--- src/rtl/alu_issue_stage.sv ---
// alu_issue_stage: ID/EX stage decoding RV32I OP/OP-IMM/BRANCH into ALU operands and codes.
module alu_issue_stage #(
    parameter int DATA_WIDTH    = 32,
    parameter int OPCODE_LENGTH = 4,
    parameter int CNT_WIDTH     = 32
) (
    input  logic                     clk,
    input  logic                     reset,
    input  logic                     id_valid,
    output logic                     id_ready,
    input  logic [6:0]               id_opcode,
    input  logic [2:0]               id_funct3,
    input  logic                     id_funct7b5,
    input  logic [DATA_WIDTH-1:0]    id_rs1_data,
    input  logic [DATA_WIDTH-1:0]    id_rs2_data,
    input  logic [DATA_WIDTH-1:0]    id_imm,
    input  logic [DATA_WIDTH-1:0]    id_pc,
    input  logic [4:0]               id_rd,
    output logic [DATA_WIDTH-1:0]    SrcA,
    output logic [DATA_WIDTH-1:0]    SrcB,
    output logic [OPCODE_LENGTH-1:0] Operation,
    input  logic [DATA_WIDTH-1:0]    ALUResult,
    output logic                     ex_valid,
    input  logic                     ex_ready,
    output logic [DATA_WIDTH-1:0]    ex_result,
    output logic [4:0]               ex_rd,
    output logic                     ex_we,
    output logic                     ex_illegal,
    output logic                     redirect,
    output logic [DATA_WIDTH-1:0]    redirect_pc,
    output logic [CNT_WIDTH-1:0]     retired_cnt
);
    localparam logic [6:0] OPC_OP = 7'b0110011, OPC_IMM = 7'b0010011, OPC_BR = 7'b1100011;
    localparam logic [OPCODE_LENGTH-1:0] C_AND = OPCODE_LENGTH'(0), C_OR = OPCODE_LENGTH'(1),
        C_ADD = OPCODE_LENGTH'(2), C_SUB = OPCODE_LENGTH'(3), C_XOR = OPCODE_LENGTH'(4),
        C_SRL = OPCODE_LENGTH'(5), C_SRA = OPCODE_LENGTH'(6), C_SLL = OPCODE_LENGTH'(7),
        C_LT = OPCODE_LENGTH'(8), C_EQ = OPCODE_LENGTH'(9), C_NE = OPCODE_LENGTH'(10),
        C_GE = OPCODE_LENGTH'(11);
    logic [OPCODE_LENGTH-1:0] dec_op;
    logic dec_alu, dec_br, dec_ill, dec_imm, accept, fire, is_alu, is_br;
    always_comb begin
        dec_op  = C_AND;
        dec_alu = 1'b0;
        dec_br  = 1'b0;
        dec_ill = 1'b0;
        dec_imm = id_opcode == OPC_IMM;
        case (id_opcode)
            OPC_OP, OPC_IMM: begin
                dec_alu = 1'b1;
                case (id_funct3)
                    3'b000: dec_op = (id_funct7b5 && !dec_imm) ? C_SUB : C_ADD;
                    3'b001: dec_op = C_SLL;
                    3'b010: dec_op = C_LT;
                    3'b011: dec_ill = 1'b1;
                    3'b100: dec_op = C_XOR;
                    3'b101: dec_op = id_funct7b5 ? C_SRA : C_SRL;
                    3'b110: dec_op = C_OR;
                    3'b111: dec_op = C_AND;
                endcase
            end
            OPC_BR: begin
                dec_br = 1'b1;
                case (id_funct3)
                    3'b000:  dec_op = C_EQ;
                    3'b001:  dec_op = C_NE;
                    3'b100:  dec_op = C_LT;
                    3'b101:  dec_op = C_GE;
                    default: dec_ill = 1'b1;
                endcase
            end
            default: dec_ill = 1'b1;
        endcase
    end
    assign fire      = ex_valid & ex_ready;
    assign redirect  = fire & is_br & ALUResult[0];
    assign id_ready  = (~ex_valid | ex_ready) & ~redirect;
    assign accept    = id_valid & id_ready;
    assign ex_we     = ex_valid & is_alu;
    assign ex_result = is_alu ? ALUResult : '0;
    // Illegal instructions load zeroed operands and no class flag, so they retire inertly.
    always_ff @(posedge clk) begin
        if (reset) begin
            ex_valid    <= 1'b0;
            SrcA        <= '0;
            SrcB        <= '0;
            Operation   <= '0;
            ex_rd       <= '0;
            redirect_pc <= '0;
            is_alu      <= 1'b0;
            is_br       <= 1'b0;
            ex_illegal  <= 1'b0;
            retired_cnt <= '0;
        end else begin
            if (accept) begin
                ex_valid    <= 1'b1;
                SrcA        <= dec_ill ? '0 : id_rs1_data;
                SrcB        <= dec_ill ? '0 : (dec_imm ? id_imm : id_rs2_data);
                Operation   <= dec_ill ? C_AND : dec_op;
                ex_rd       <= id_rd;
                redirect_pc <= id_pc + id_imm;
                is_alu      <= dec_alu & ~dec_ill;
                is_br       <= dec_br & ~dec_ill;
                ex_illegal  <= dec_ill;
            end else if (fire) begin
                ex_valid <= 1'b0;
            end
            if (fire) retired_cnt <= retired_cnt + CNT_WIDTH'(1);
        end
    end
endmodule

--- config.mk ---
export PLATFORM = sky130hd
export DESIGN_NAME = alu_issue_stage
export DESIGN_NICKNAME = d
export VERILOG_FILES = /design/src/rtl/alu_issue_stage.sv
export SDC_FILE = /design/constraint.sdc
export NUM_CORES = 1
export LEC_CHECK = 0
export ABC_AREA = 1
export CORE_MARGIN = 4
export CORE_UTILIZATION = 45
export CTS_BUF_LIST = sky130_fd_sc_hd__clkbuf_4
export CTS_CLUSTER_SIZE = 14
export DETAILED_ROUTE_END_ITERATION = 7
export GPL_ROUTABILITY_DRIVEN = 1
export GPL_TIMING_DRIVEN = 0
export HOLD_SLACK_MARGIN = 0.15
export PLACE_DENSITY = 0.81
export SYNTH_ARGS = -nofsm -noshare
export SYNTH_HDL_FRONTEND = slang
export SYNTH_SLANG_ARGS = --single-unit
export TNS_END_PERCENT = 20
--- constraint.sdc ---
create_clock -name clk -period 5.98 [get_ports clk]
set_input_delay 1.495 -clock clk [delete_from_list [all_inputs] [get_ports clk]]
set_output_delay 1.495 -clock clk [all_outputs]
set_load 0.01 [all_outputs]
* Word level (Yosys, flattened, before mapping) *
Cells that the tools add are included.

storage, ports and cells
  memory bits (writable) = 0
  bits in latches = 0
  register bits after elaboration = 141
  input port bits = 180
  memories = 0
  bits in read-only memories = 0
  output and inout port bits = 174
  logic and storage cells = 56

operators by class
  muxes and demuxes = 17
  reduce and logical (&&, ||, !) cells = 6
  div/mod/pow operators = 0
  eq/ne operators = 9
  multipliers = 0
  shift operators = 0
  bitwise logic cells = 12
  order comparisons = 0
  add/subtract/negate cells = 2

operators with widths
  cell                                                              count
  32-bit two-way mux                                                4
  32-bit by 1-bit adder with 32-bit output (second input constant)  1
  32-bit adder                                                      1
  4-bit one-hot mux with 6 select lines                             1
  4-bit one-hot mux with 4 select lines                             1
  3-bit == test (second input constant)                             3
  1-bit AND                                                         8
  4-bit one-hot mux with 2 select lines                             1
  7-bit by 5-bit == test with 1-bit output (second input constant)  1
  7-bit by 6-bit == test with 1-bit output (second input constant)  1
  7-bit == test (second input constant)                             1
  1-bit two-way mux                                                 7
  3-bit by 2-bit == test with 1-bit output (second input constant)  2
  4-bit two-way mux                                                 1
  4-bit OR reduction                                                1
  3-bit by 1-bit == test with 1-bit output (second input constant)  1
  3-bit zero test                                                   1
  1-bit inverter                                                    3
  2-bit two-way mux                                                 1
  1-bit one-hot mux with 2 select lines                             1
  2-bit nonzero test                                                1
  2-bit OR reduction                                                1
  1-bit logical AND                                                 1
  1-bit zero test                                                   1
  1-bit OR                                                          1

* Longest topological paths before layout *
Gate-level depths: netlist of run 1.

  word-level depth = 7
  gate-level depth with buffers = 13
  mapped depth without buffers = 13

* Worst setup path before layout of run 1 *
No wires, ideal clock.

  kind = input-to-output
  from = input port ex_ready
  to = output port redirect
  path slack = 2,478 ps
  stages on the path = 3
  arrival = 2,007 ps
  data required time = 4,485 ps
  cell sequence = nand2_2 > clkbuf_1 > nor2_1

between the ends
  word-level cells in the longest chain between the ends = 3

ends and longest elaborated chain
  what                     RTL line  source
  start, declared          24        input logic ex_ready,
  1-bit AND                74        assign fire = ex_valid & ex_ready;
  1-bit AND (2 in series)  75        assign redirect = fire & is_br & ALUResult[0];
  end, declared            29        output logic redirect,

Every way passes these cells.

* Final worst setup path of run 1 *
Same ends and word-level chain as after synthesis.

==> results of run 1 <==
## cells in the mapped netlist, drive strengths merged
cell type | count | area [µm²]
nand2 | 533 | 2010
inv | 219 | 822
nor2 | 154 | 608
dfxtp | 141 | 2820
nand3 | 128 | 651
a21oi | 113 | 566
o21ai | 38 | 194
ha | 32 | 400
clkbuf | 30 | 113
buf | 28 | 153
nor3 | 21 | 115
xor2 | 20 | 175
nand4 | 8 | 50.1
xnor2 | 8 | 70.1
o21bai | 4 | 30.0
and3 | 3 | 18.8
a211oi | 2 | 20.0
nor4 | 2 | 27.5
a21o | 1 | 7.51
and2 | 1 | 6.26
fa | 1 | 20.0
nand3b | 1 | 7.51
nor3b | 1 | 7.51
o2111ai | 1 | 8.76
o211ai | 1 | 7.51
o21a | 1 | 7.51
o21ba | 1 | 10.0
## critical path: stages
cell and delay, ns:
clkdlybuf4s50_1 0.52, nand2_2 0.16, clkbuf_1 0.30, nor2_1 0.26, clkdlybuf4s50_1 0.59
## power groups by stage
stage / Combinational, mW / Clock [mW] / Sequential (mW)
2_1_floorplan: 0.276 / 0 / 1.02
3_5_place_dp: 0.568 / 0 / 1.00
6_report: 0.573 / 0.588 / 0.984
3_3_place_gp: 0.563 / 0 / 1.00
4_1_cts: 0.571 / 0.600 / 0.984
5_1_grt: 0.632 / 0.635 / 0.988
## cell families (layout without fill, tap and decap cells)
group,Yosys count,after routing,share of synthesized area (%)
compound gates,162,162,9.53
xor+xnor,28,28,2.75
other cells,0,3,0
simple gates,852,852,39.2
flops,141,141,31.6
buf+inv,277,661,12.2
fa+ha+maj,33,33,4.71
## metrics by stage
stage | instance area (µm²) | hold slack, ns | util [%]
floorplan | 8930 | 0.446 | -
global placement | 12800 | 0.451 | 65.7
detailed placement | 12800 | 0.454 | 65.7
CTS | 13000 | 0.472 | 67.0
global route | 13000 | 0.487 | 67.0
finish | 13000 | 0.472 | 67.0
## registers in the layout, indices dropped and copies added, names as in the netlist
name / flops
SrcB: 32
redirect_pc: 32
ex_rd: 5
SrcA: 32
is_br: 1
ex_valid: 1
Operation: 4
ex_illegal: 1
retired_cnt: 32
is_alu: 1
## worst paths after layout
path / start / endpoint / slack [ns]
worst max register to register: ex_valid / SrcB[1] / 3.86
worst min-delay path: SrcB[8] / SrcB[8] / 0.47
worst max-delay path: ex_ready / redirect / 1.16
worst min register to register: SrcB[8] / SrcB[8] / 0.47
## cells in the final DEF (no fill, tap or decap), types with 7 or more instances in the layout
cell type / Yosys / final
inv_2: 7 / 7
clkdlybuf4s50_1: 0 / 352
buf_2: 23 / 23
ha_1: 32 / 32
o21ai_0: 26 / 26
dfxtp_1: 141 / 141
nand4_1: 8 / 8
xnor2_1: 8 / 8
nand2_1: 529 / 529
a21oi_1: 113 / 113
nand3_1: 126 / 126
clkbuf_4: 0 / 17
nor2_1: 148 / 148
xor2_1: 20 / 20
inv_1: 212 / 212
o21ai_1: 11 / 11
nor3_1: 19 / 19
clkbuf_1: 30 / 30
## layout make-up
type	count	area, µm²
flip-flops and latches	141	2820
clock buffers	17	128
well taps	265	332
fillers	1775	6420
plain buffers	58	265
multi-input cells	1075	5020
diodes	3	7.51
repair buffers	352	3520
inverters	219	822
clock inverters	15	125
## layer usage
metal  vias to the layer above  global-route usage, %
met5                         -                      0
met4                         0                   14.8
met3                        90                   5.29
met2                       414                   56.1
met1                      4811                   32.5
li1                       5378                      -
==> flow_metrics.env, run 1 <==
export IMPL_peakVddDrop_mv=0.104
export IMPL_syn_to_final_growth_pct=46.1
export IMPL_drt_iter0_markers=645
export IMPL_finalHoldViolCount=0
export IMPL_dp_slack_ns=1.18
export IMPL_cts_setup_buffers=0
export IMPL_fin_skew_ns=0.0312
export IMPL_swShare_pct=34.4
export IMPL_end_kind="output pin"
export IMPL_layout_min_cycle_time_ns=4.82
export IMPL_period_share_pct=80.6
export IMPL_p_seq_share_pct=45.9
export IMPL_dr_wl_met2_um=17800
export IMPL_wl_met1_um=12900
export IMPL_die_w_um=149
export IMPL_grt_usage_pct=30.0
export IMPL_antenna_left=0
export IMPL_synthCells=1493
export IMPL_p_total_mw=2.15
export IMPL_start_kind="input port"
export IMPL_arrival_ns=3.32
export IMPL_hold_path_class="flip-flop to flip-flop"
export IMPL_cts_sinks=141
export IMPL_power_density_nw_per_um2=165
export IMPL_tightest_slew_ns=0.775
export IMPL_clk_latency_ns=0.58
export IMPL_drc_errors=0
export IMPL_grt_pass1_wl_um=52000
export IMPL_postCtsHoldBufs=0
export IMPL_intPower_mw=1.41
export IMPL_synth_warning_count=0
export IMPL_ys_seq_area_share_pct=31.6
export IMPL_wire_per_inst_um=16.1
export IMPL_critPathRequiredTime_ns=4.49
export IMPL_total_leakage_power_nw=5.99
export IMPL_ys_types=40
export IMPL_cts_resized=0
export IMPL_clock_path_buffers=2
export IMPL_tritoncts="built"
export IMPL_vias=10700
export IMPL_wirelength_um=34600
export IMPL_dp_cells=2110
export IMPL_routed_top_layer="met4"
export IMPL_hpwl_um=29000
export IMPL_r2r_cells=7
export IMPL_tns_ns=0
export IMPL_grt_pass1_vias=10000
export IMPL_rsz0062_at_grt="no"
export IMPL_place_congestion=0.978
export IMPL_final_layout_size_suffix_gt1_share_pct=4.42
export IMPL_final_net_count=2077
export IMPL_final_cells=2145
export IMPL_overflow=0
export IMPL_antenna_found_initial=3
export IMPL_crit_type="input port to output pin"
export IMPL_die_y_um=149
export IMPL_wl_met3_um=2340
export IMPL_worst_slack_ns=1.16
export IMPL_p_sw_uw=739
export IMPL_max_cap_violations=0
export IMPL_syn_nets=1706
export IMPL_numCtsBuffers=17
export IMPL_core_um2=19500
export IMPL_io_buffers=352
export IMPL_htreeDepth=4
export IMPL_synth_seq_cells=141
export IMPL_power_frac_comb_pct=26.7
export IMPL_setup_violations=0
export IMPL_synth_cell_area_um2=8930
export IMPL_cp_max_fo=10
export IMPL_cts_root_buf="clkbuf_4"
export IMPL_grt_max_degree=17
export IMPL_holdPathStages=2
export IMPL_io_pins=354
export IMPL_pwr_share_clk_pct=27.4
export IMPL_fp_row_count=51
export IMPL_synth_avg_cell_area_um2=5.98
export IMPL_relSlewSlack_pct=48.3
export IMPL_status="completed"
export IMPL_fmax_ghz=0.208
export IMPL_drtPass1Iterations=5
export IMPL_path_clk_slew_ns=0.11
export IMPL_initial_utilization_pct=45.9
export IMPL_viasPerCell=4.99
export IMPL_finalMaxSlewViolations=0
export IMPL_die_area_um2=22200
No activity file was read; power rests on OpenSTA's default activity.
==> run 2, diff against run 1 <==
clock period = 5 ns   (was 5.98 ns; I/O delays follow)
==> results of run 2 <==
The final DEF is identical to that of run 1. Status: completed.
Main changes from that run: setup slack after placement 1.18 ns -> 0.694 ns; setup slack after layout 1.16 ns -> 0.671 ns; register-to-register setup slack 3.86 ns -> 2.88 ns; total power 2.15 mW -> 2.57 mW; worst IR drop on VDD 0.104 mV -> 0.125 mV
